File: config.mk
export PLATFORM = sky130hd
export DESIGN_NAME = mult_arb_2
export DESIGN_NICKNAME = d
export VERILOG_FILES = /design/src/rtl/mult_arb_2.sv
export SDC_FILE = /design/constraint.sdc
export NUM_CORES = 1
export LEC_CHECK = 0
export BUFFER_PORTS_ARGS = -buffer_cell sky130_fd_sc_hd__buf_2
export CORE_MARGIN = 2
export CORE_UTILIZATION = 28
export CTS_CLUSTER_SIZE = 14
export DETAILED_ROUTE_END_ITERATION = 12
export GPL_ROUTABILITY_DRIVEN = 0
export HOLD_SLACK_MARGIN = 0.1
export SETUP_SLACK_MARGIN = 0.02
export SLEW_MARGIN = 20
export SYNTH_ARGS = -nofsm -noshare
export SYNTH_HDL_FRONTEND = slang
export SYNTH_SLANG_ARGS = --single-unit
File: constraint.sdc
create_clock -name clk -period 7.1 [get_ports clk]
set_clock_uncertainty 0.2 [all_clocks]
set_input_delay 1.42 -clock clk [delete_from_list [all_inputs] [get_ports clk]]
set_output_delay 1.42 -clock clk [all_outputs]
set_load 0.03 [all_outputs]
File: src/rtl/mult_arb_2.sv
// mult_arb_2: two-requester round-robin front end for one shared, fully
// pipelined 16x16 multiplier with a fixed latency of LAT cycles.
//
// Ports:
//   clk, rst_n            clock, synchronous active-low reset
//   req0/a0/b0            requester 0 operand pair and request
//   req1/a1/b1            requester 1 operand pair and request
//   gnt0, gnt1            combinational same-cycle accept (one-hot or zero)
//   rsp_valid0/1          registered one-cycle result pulse per requester
//   rsp_data0/1           registered result, held between pulses
//   mul_a, mul_b, mul_en  issue port to the shared multiplier
//   mul_out               multiplier product, valid LAT cycles after mul_en
//   busy                  at least one issued operation not yet returned
module mult_arb_2 #(
  parameter int unsigned LAT = 1
) (
  input  logic        clk,
  input  logic        rst_n,
  input  logic        req0,
  input  logic [15:0] a0,
  input  logic [15:0] b0,
  input  logic        req1,
  input  logic [15:0] a1,
  input  logic [15:0] b1,
  output logic        gnt0,
  output logic        gnt1,
  output logic        rsp_valid0,
  output logic        rsp_valid1,
  output logic [15:0] rsp_data0,
  output logic [15:0] rsp_data1,
  output logic [15:0] mul_a,
  output logic [15:0] mul_b,
  output logic        mul_en,
  input  logic [15:0] mul_out,
  output logic        busy
);

  localparam int unsigned DW = 16;
  localparam int unsigned CW = 4;

  // Round-robin pointer: which requester wins when both ask.
  typedef enum logic {
    PRI_REQ0 = 1'b0,
    PRI_REQ1 = 1'b1
  } pri_t;

  pri_t          pri_q;
  pri_t          pri_d;
  logic [LAT-1:0] tag_v;
  logic [LAT-1:0] tag_id;
  logic [CW-1:0] cnt_q;
  logic [CW-1:0] cnt_d;
  logic          ret;

  // Arbitration, issue mux and pointer next-state.
  always_comb begin
    gnt0   = 1'b0;
    gnt1   = 1'b0;
    mul_a  = '0;
    mul_b  = '0;
    mul_en = 1'b0;
    pri_d  = pri_q;
    if (rst_n) begin
      if (req0 && (!req1 || (pri_q == PRI_REQ0))) begin
        gnt0 = 1'b1;
      end else if (req1) begin
        gnt1 = 1'b1;
      end
    end
    // The loser of this cycle's grant gets priority next time.
    if (gnt0) begin
      mul_a  = a0;
      mul_b  = b0;
      mul_en = 1'b1;
      pri_d  = PRI_REQ1;
    end else if (gnt1) begin
      mul_a  = a1;
      mul_b  = b1;
      mul_en = 1'b1;
      pri_d  = PRI_REQ0;
    end
  end

  // Pointer state register.
  always_ff @(posedge clk) begin
    if (!rst_n) begin
      pri_q <= PRI_REQ0;
    end else begin
      pri_q <= pri_d;
    end
  end

  // Tag pipeline tracking {valid, requester} in lockstep with the multiplier.
  always_ff @(posedge clk) begin
    if (!rst_n) begin
      tag_v  <= '0;
      tag_id <= '0;
    end else begin
      tag_v[0]  <= mul_en;
      tag_id[0] <= gnt1;
      for (int i = 1; i < int'(LAT); i++) begin
        tag_v[i]  <= tag_v[i-1];
        tag_id[i] <= tag_id[i-1];
      end
    end
  end

  // Capture the product for the tagged requester; the other one holds.
  always_ff @(posedge clk) begin
    if (!rst_n) begin
      rsp_valid0 <= 1'b0;
      rsp_valid1 <= 1'b0;
      rsp_data0  <= '0;
      rsp_data1  <= '0;
    end else begin
      rsp_valid0 <= tag_v[LAT-1] & ~tag_id[LAT-1];
      rsp_valid1 <= tag_v[LAT-1] &  tag_id[LAT-1];
      if (tag_v[LAT-1]) begin
        if (tag_id[LAT-1]) begin
          rsp_data1 <= DW'(mul_out);
        end else begin
          rsp_data0 <= DW'(mul_out);
        end
      end
    end
  end

  // Outstanding count: returns are counted on the registered pulse.
  assign ret = rsp_valid0 | rsp_valid1;

  always_comb begin
    cnt_d = cnt_q;
    case ({mul_en, ret})
      2'b10:   cnt_d = cnt_q + CW'(1);
      2'b01:   cnt_d = cnt_q - CW'(1);
      default: cnt_d = cnt_q;
    endcase
  end

  always_ff @(posedge clk) begin
    if (!rst_n) begin
      cnt_q <= '0;
    end else begin
      cnt_q <= cnt_d;
    end
  end

  assign busy = (cnt_q != '0);

endmodule

* Word level (Yosys, flattened, before mapping)
Index checks and enable logic that the tools add are counted.
** Word-level totals
- Register bits :: 41
- Logic and storage cells :: 39
** Cells by class
- Add/sub/neg operators :: 2
- Equal/unequal tests :: 2
- Mux-type cells :: 14
- Bitwise operators :: 5
- Reductions and logical operators :: 8
** Operator list (number)
- two-way mux 16 bit :: 4
- two-way mux 1 bit :: 9
- one-hot mux 4 bit (2 select lines) :: 1
- adder 4 x 1 -> 4 bit, second input constant :: 1
- AND reduction 2 bit :: 2
- nonzero test 2 bit :: 2
- nonzero test 4 bit :: 1
- subtractor 4 x 1 -> 4 bit, second input constant :: 1
- AND 1 bit :: 2
- == test 2 x 1 -> 1 bit, second input constant :: 1
- == test 2 bit, second input constant :: 1
- inverter 1 bit :: 2
- logical AND 1 bit :: 1
- logical NOT 1 bit :: 1
- logical OR 1 bit :: 1
- OR 1 bit :: 1

* Depth between registers and ports, before layout
- Depth in word-level cells :: 9
- Mapped depth :: 11
- Depth with buffers taken out :: 10

* Least setup slack after synthesis
OpenSTA, ideal clock, no wires.
- Path type :: input to output
- From :: input req0
- To :: output mul_a[10]
- Data arrival time :: 2467 ps
- Required time :: 5480 ps
- Slack :: 3013 ps
- Stages :: 5
- Path buffers :: 2
- Cell sequence :: nand2b_1 -> and3_1 -> clkbuf_1 -> buf_2 -> a22o_1
** On the way
- Cells in the longest elaborated chain, start to end :: 5
- Elaborated cells on any way between the ends :: 7
** Ends and longest elaborated chain
- start, declared :: RTL line 19 : input logic req0,
- logical AND 1 bit :: RTL line 64 : if (req0 && (!req1 || (pri_q == PRI_REQ0))) begin
- two-way mux 1 bit :: RTL line 64
- two-way mux 1 bit :: RTL line 63 : if (rst_n) begin
- via gnt1 :: RTL line 26 : output logic gnt1,
- two-way mux 16 bit :: RTL line 76 : end else if (gnt1) begin
- two-way mux 16 bit :: RTL line 71 : if (gnt0) begin
- end, declared :: RTL line 31 : output logic [15:0] mul_a,
The timed path passes the listed nets, and every way through them passes these cells.

* Worst setup path in the final report
- From :: input rst_n
- To :: output mul_en
** On the way
- Cells in the longest elaborated chain, start to end :: 3
- Elaborated cells on any way between the ends :: 4
** Ends and longest elaborated chain
- start, declared :: RTL line 18 : input logic rst_n,
- two-way mux 1 bit :: RTL line 63
- two-way mux 1 bit :: RTL line 76
- two-way mux 1 bit * :: RTL line 71
- end, declared :: RTL line 33 : output logic mul_en,
Mark *: on every way between the ends. The rest lies on a longest branch, timed or not.

==> qor.log <==
qor: run_status.status completed
qor: critical_path.rrSetupSlack 4.15 ns
qor: cells_and_area.area_growth 45.75%
qor: cts.clock_path_buffers 2
qor: critical_path.timing.critical_path.slowest_cell_delay 0.71 ns
qor: detailed_routing.avgRoutedWirePerCell 13.52 microns
qor: cells_and_area.drive_gt1_share 44.77%
qor: cells_and_area.design.final.nets 459
qor: timing.timing.final.max_slew_violations 0
qor: critical_path.critPathKind input port to output port
qor: critical_path.crit_path_top_delay_cell and3_2
qor: detailed_routing.totalWireLength 6.126 mm
qor: die.starting_utilization_of_the_core_area 28.74%
qor: timing.finalSetupViolCount 0
qor: critical_path.timing.critical_path.depth 5
qor: critical_path.crit_path_end_kind output port
qor: timing.final.setup.tns 0 ns
qor: cts.ctsHtreeMaxLevel 2
qor: die.row_count 30
qor: power.p_sw_share 33.41%
qor: power.pwr-share-seq 45.2%
qor: cts.tritoncts built
qor: logic_synthesis.mappedNetlistNets 315
qor: global_route.grt_use_total 16.36%
qor: placed_design.detailed_place_hpwl 4.705 mm
qor: min_path.worst_hold_path_type register to register
qor: critical_path.critPathLaunch rst_n
qor: cts.worstSkewPairLatency 0.29 ns
qor: cells_and_area.layout.cells.most_common buf_2
qor: timing.timing.final.hold_violations 0
qor: cells_and_area.layout.cells.most_common_list buf_2 (153), nand2_1 (68), dfxtp_1 (41)
qor: global_route.grt_first_pass_wirelength 9.860 mm
qor: timing.final_hold_slack 0.2568 ns
qor: critical_path.crit_end mul_en
qor: power.ir_worst_vdd 118.5 uV
qor: detailed_routing.detail_route.iter0.violations 95
qor: cells_and_area.final_core_utilization 41.89%
qor: detailed_routing.avgViaCountPerCell 4.770
qor: critical_path.critical_path.n_buffers_inverters 3
qor: critical_path.critical_path.most_common_cell buf_2
qor: detailed_routing.detail_route.drc_violations 0
qor: critical_path.critical_path_peak_fanout 43
qor: critical_path.critical_register_to_register_path_startpoint pri_q$_SDFFE_PN0P_
qor: logic_synthesis.post_synth_instance_area 1942 sq um
qor: logic_synthesis.mean_cell_area_of_the_mapped_netlist 8.517 sq um
qor: cts.path_clk_slew 0.08 ns
qor: detailed_routing.via_count_of_the_routed_design 2161
qor: logic_synthesis.ys_seq_area_share 42.27%
qor: critical_path.crit_arrival 3.09 ns
qor: cells_and_area.num_antenna_cells 0
qor: cts.post-cts-setup-buffer-count 0
qor: power.combinational_share_of_power 28.5%
qor: flow_run.max_cap_viol_count 0
qor: cts.cts_buffers 5
qor: power.static_leakage_power 1.447 nW
qor: die.std_cell_core_area 6756 sq um
qor: timing.slew_hr 54.07%
qor: cts.cts_sinks 41
qor: critical_path.depth_of_the_worst_register_to_register_path 8
qor: power.power.net_switching 0.0001860 W
qor: critical_path.crit_required 5.48 ns
qor: timing.worst_slew_pin_slew 0.6890 ns
qor: die.io_pins 154
qor: min_path.min_path_cells 2
qor: cts.cts-hold-fix-buffers 0
qor: timing.min_period 4.714 ns
qor: critical_path.reg2reg_to cnt_q[3]$_SDFFE_PN0P_
qor: logic_synthesis.post_synth_inst_count 228
qor: timing.grt_setup_unrepaired no
qor: cts.cts.root.buffer_cell clkbuf_8
qor: global_route.vias_in_the_first_global_route 2187
qor: logic_synthesis.synthesis.yosys.warnings 0
qor: die.die_w 87.28 microns
qor: detailed_routing.drtPass1Iterations 4
qor: critical_path.crit_path_cell_trace buf_2 > and3_2 > nor2_1 > inv_1 > buf_2
qor: placed_design.port-buffer-count 153
qor: timing.finalCritPeriodShare 66.40%
qor: detailed_routing.drtAntennaViolNets 0
qor: critical_path.critical-path-top-delay-family simple AND/OR/NAND/NOR gates
qor: timing.fmax 212.1 MHz
qor: power.power.internal 0.0003708 W
qor: cts.post_cts_resized 0
qor: logic_synthesis.ys_seq_elements 41
qor: power.totalPowerFinal 0.0005569 W
qor: critical_path.cp-start-kind input port
qor: logic_synthesis.synth_cell_type_count 28
qor: power.powerDensity 196.8 nW/um^2
qor: global_route.grt_remaining_overflow 0
qor: power.part_of_the_power_in_the_clock_network 26.2%
qor: global_route.grt_antenna_before_repair 0
qor: global_route.grt_start_max_net_pins 44
qor: die.design.die.area 7617 sq um
qor: die.chipHeight 87.28 microns
==> registers in the layout, summed over array words and instances (netlist names) <==
register,cells
tag_v,1
pri_q,1
tag_id,1
rsp_data1,16
rsp_valid1,1
cnt_q,4
rsp_valid0,1
rsp_data0,16
==> per-stage QoR <==
stage | std cells | area (sq um) | setup WS (ns)
2_1_floorplan | 228 | 1942 | 3.013
3_3_place_gp | 445 | 2746 | 1.991
3_5_place_dp | 445 | 2746 | 1.921
4_1_cts | 453 | 2829 | 1.930
5_1_grt | 453 | 2830 | 2.180
6_report | 453 | 2830 | 2.386
==> cell families (layout without fill, tap and decap cells) <==
kind of cell             after synthesis  after routing  synth area share, %
AND/OR/NAND/NOR                       88             88                19.97
AO/OA/AOI/OAI                         71             71                29.12
multiplexers                           2              2                1.031
adder cells (fa/ha/maj)                3              3                1.933
buffers and inverters                 20            165                4.317
XOR/XNOR                               3              3                1.353
flip-flops                            41             41                42.27
==> power groups by stage <==
stage          combinational [W]  sequential, W  clock (W)
6_report                0.000159       0.000252   0.000146
3_3_place_gp            0.000159       0.000257          0
2_1_floorplan          0.0000861       0.000273          0
3_5_place_dp            0.000160       0.000257          0
4_1_cts                 0.000161       0.000252   0.000151
5_1_grt                 0.000173       0.000254   0.000163
==> synthesized netlist by cell type, drive strengths merged <==
master   n  area share, %
xnor2    1           0.45
a21boi  34             13
a22o    32             14
and3     3           0.97
nor2b    2           0.64
dfxtp   41             42
o21ai    2           0.52
inv      2           0.39
and2     3           0.97
nand2b   4            1.3
mux2i    2            1.0
or2      1           0.32
nand2   68             13
xor2     2           0.90
a31oi    1           0.32
buf      7            1.8
or4b     1           0.52
nand3b   1           0.39
ha       3            1.9
a21oi    2           0.71
nor2     1           0.19
or3      2           0.71
clkbuf  11            2.1
or4      1           0.39
or2b     1           0.45
==> per-layer routing <==
metal  vias up  wire [microns]  track usage (%)
li1       1072               -                -
met1       989            2462            17.89
met2        88            3026            29.68
met3        12             524            5.213
met4         0             113            5.315
met5         -               0                0
==> how the worst min path moves through the flow <==
stage | start | to | slack [ns]
after global routing | rsp_data1[15]$_SDFFE_PN0P_ | rsp_data1[15]$_SDFFE_PN0P_ | 0.28
after CTS | rsp_data0[14]$_SDFFE_PN0P_ | rsp_data0[14]$_SDFFE_PN0P_ | 0.26
after global placement | rsp_data1[15]$_SDFFE_PN0P_ | rsp_data1[15]$_SDFFE_PN0P_ | 0.24
after detailed placement | rsp_data0[14]$_SDFFE_PN0P_ | rsp_data0[14]$_SDFFE_PN0P_ | 0.25
after floorplan | cnt_q[3]$_SDFFE_PN0P_ | cnt_q[3]$_SDFFE_PN0P_ | 0.24
final | rsp_data0[14]$_SDFFE_PN0P_ | rsp_data0[14]$_SDFFE_PN0P_ | 0.26
==> worst register-to-register path: cells and delay by family (launching register included) <==
| family | cells | cell delay (ns) |
|---|---|---|
| AOI/OAI and AO/OA | 1 | 0.24 |
| and+or+nand+nor | 5 | 1.60 |
| adders and majority gates | 1 | 0.28 |
| DFF | 1 | 0.37 |
| muxes | 1 | 0.20 |
==> final cells by class <==
class | count | area (sq um)
multi-input cells | 167 | 1039
well taps | 80 | 100.1
fillers | 739 | 3926
flip-flops and latches | 41 | 820.8
clock inverters | 2 | 10.01
clock buffers | 6 | 72.57
repair buffers | 155 | 780.7
inverters | 2 | 7.507
Power figures use the tool's default switching activity.
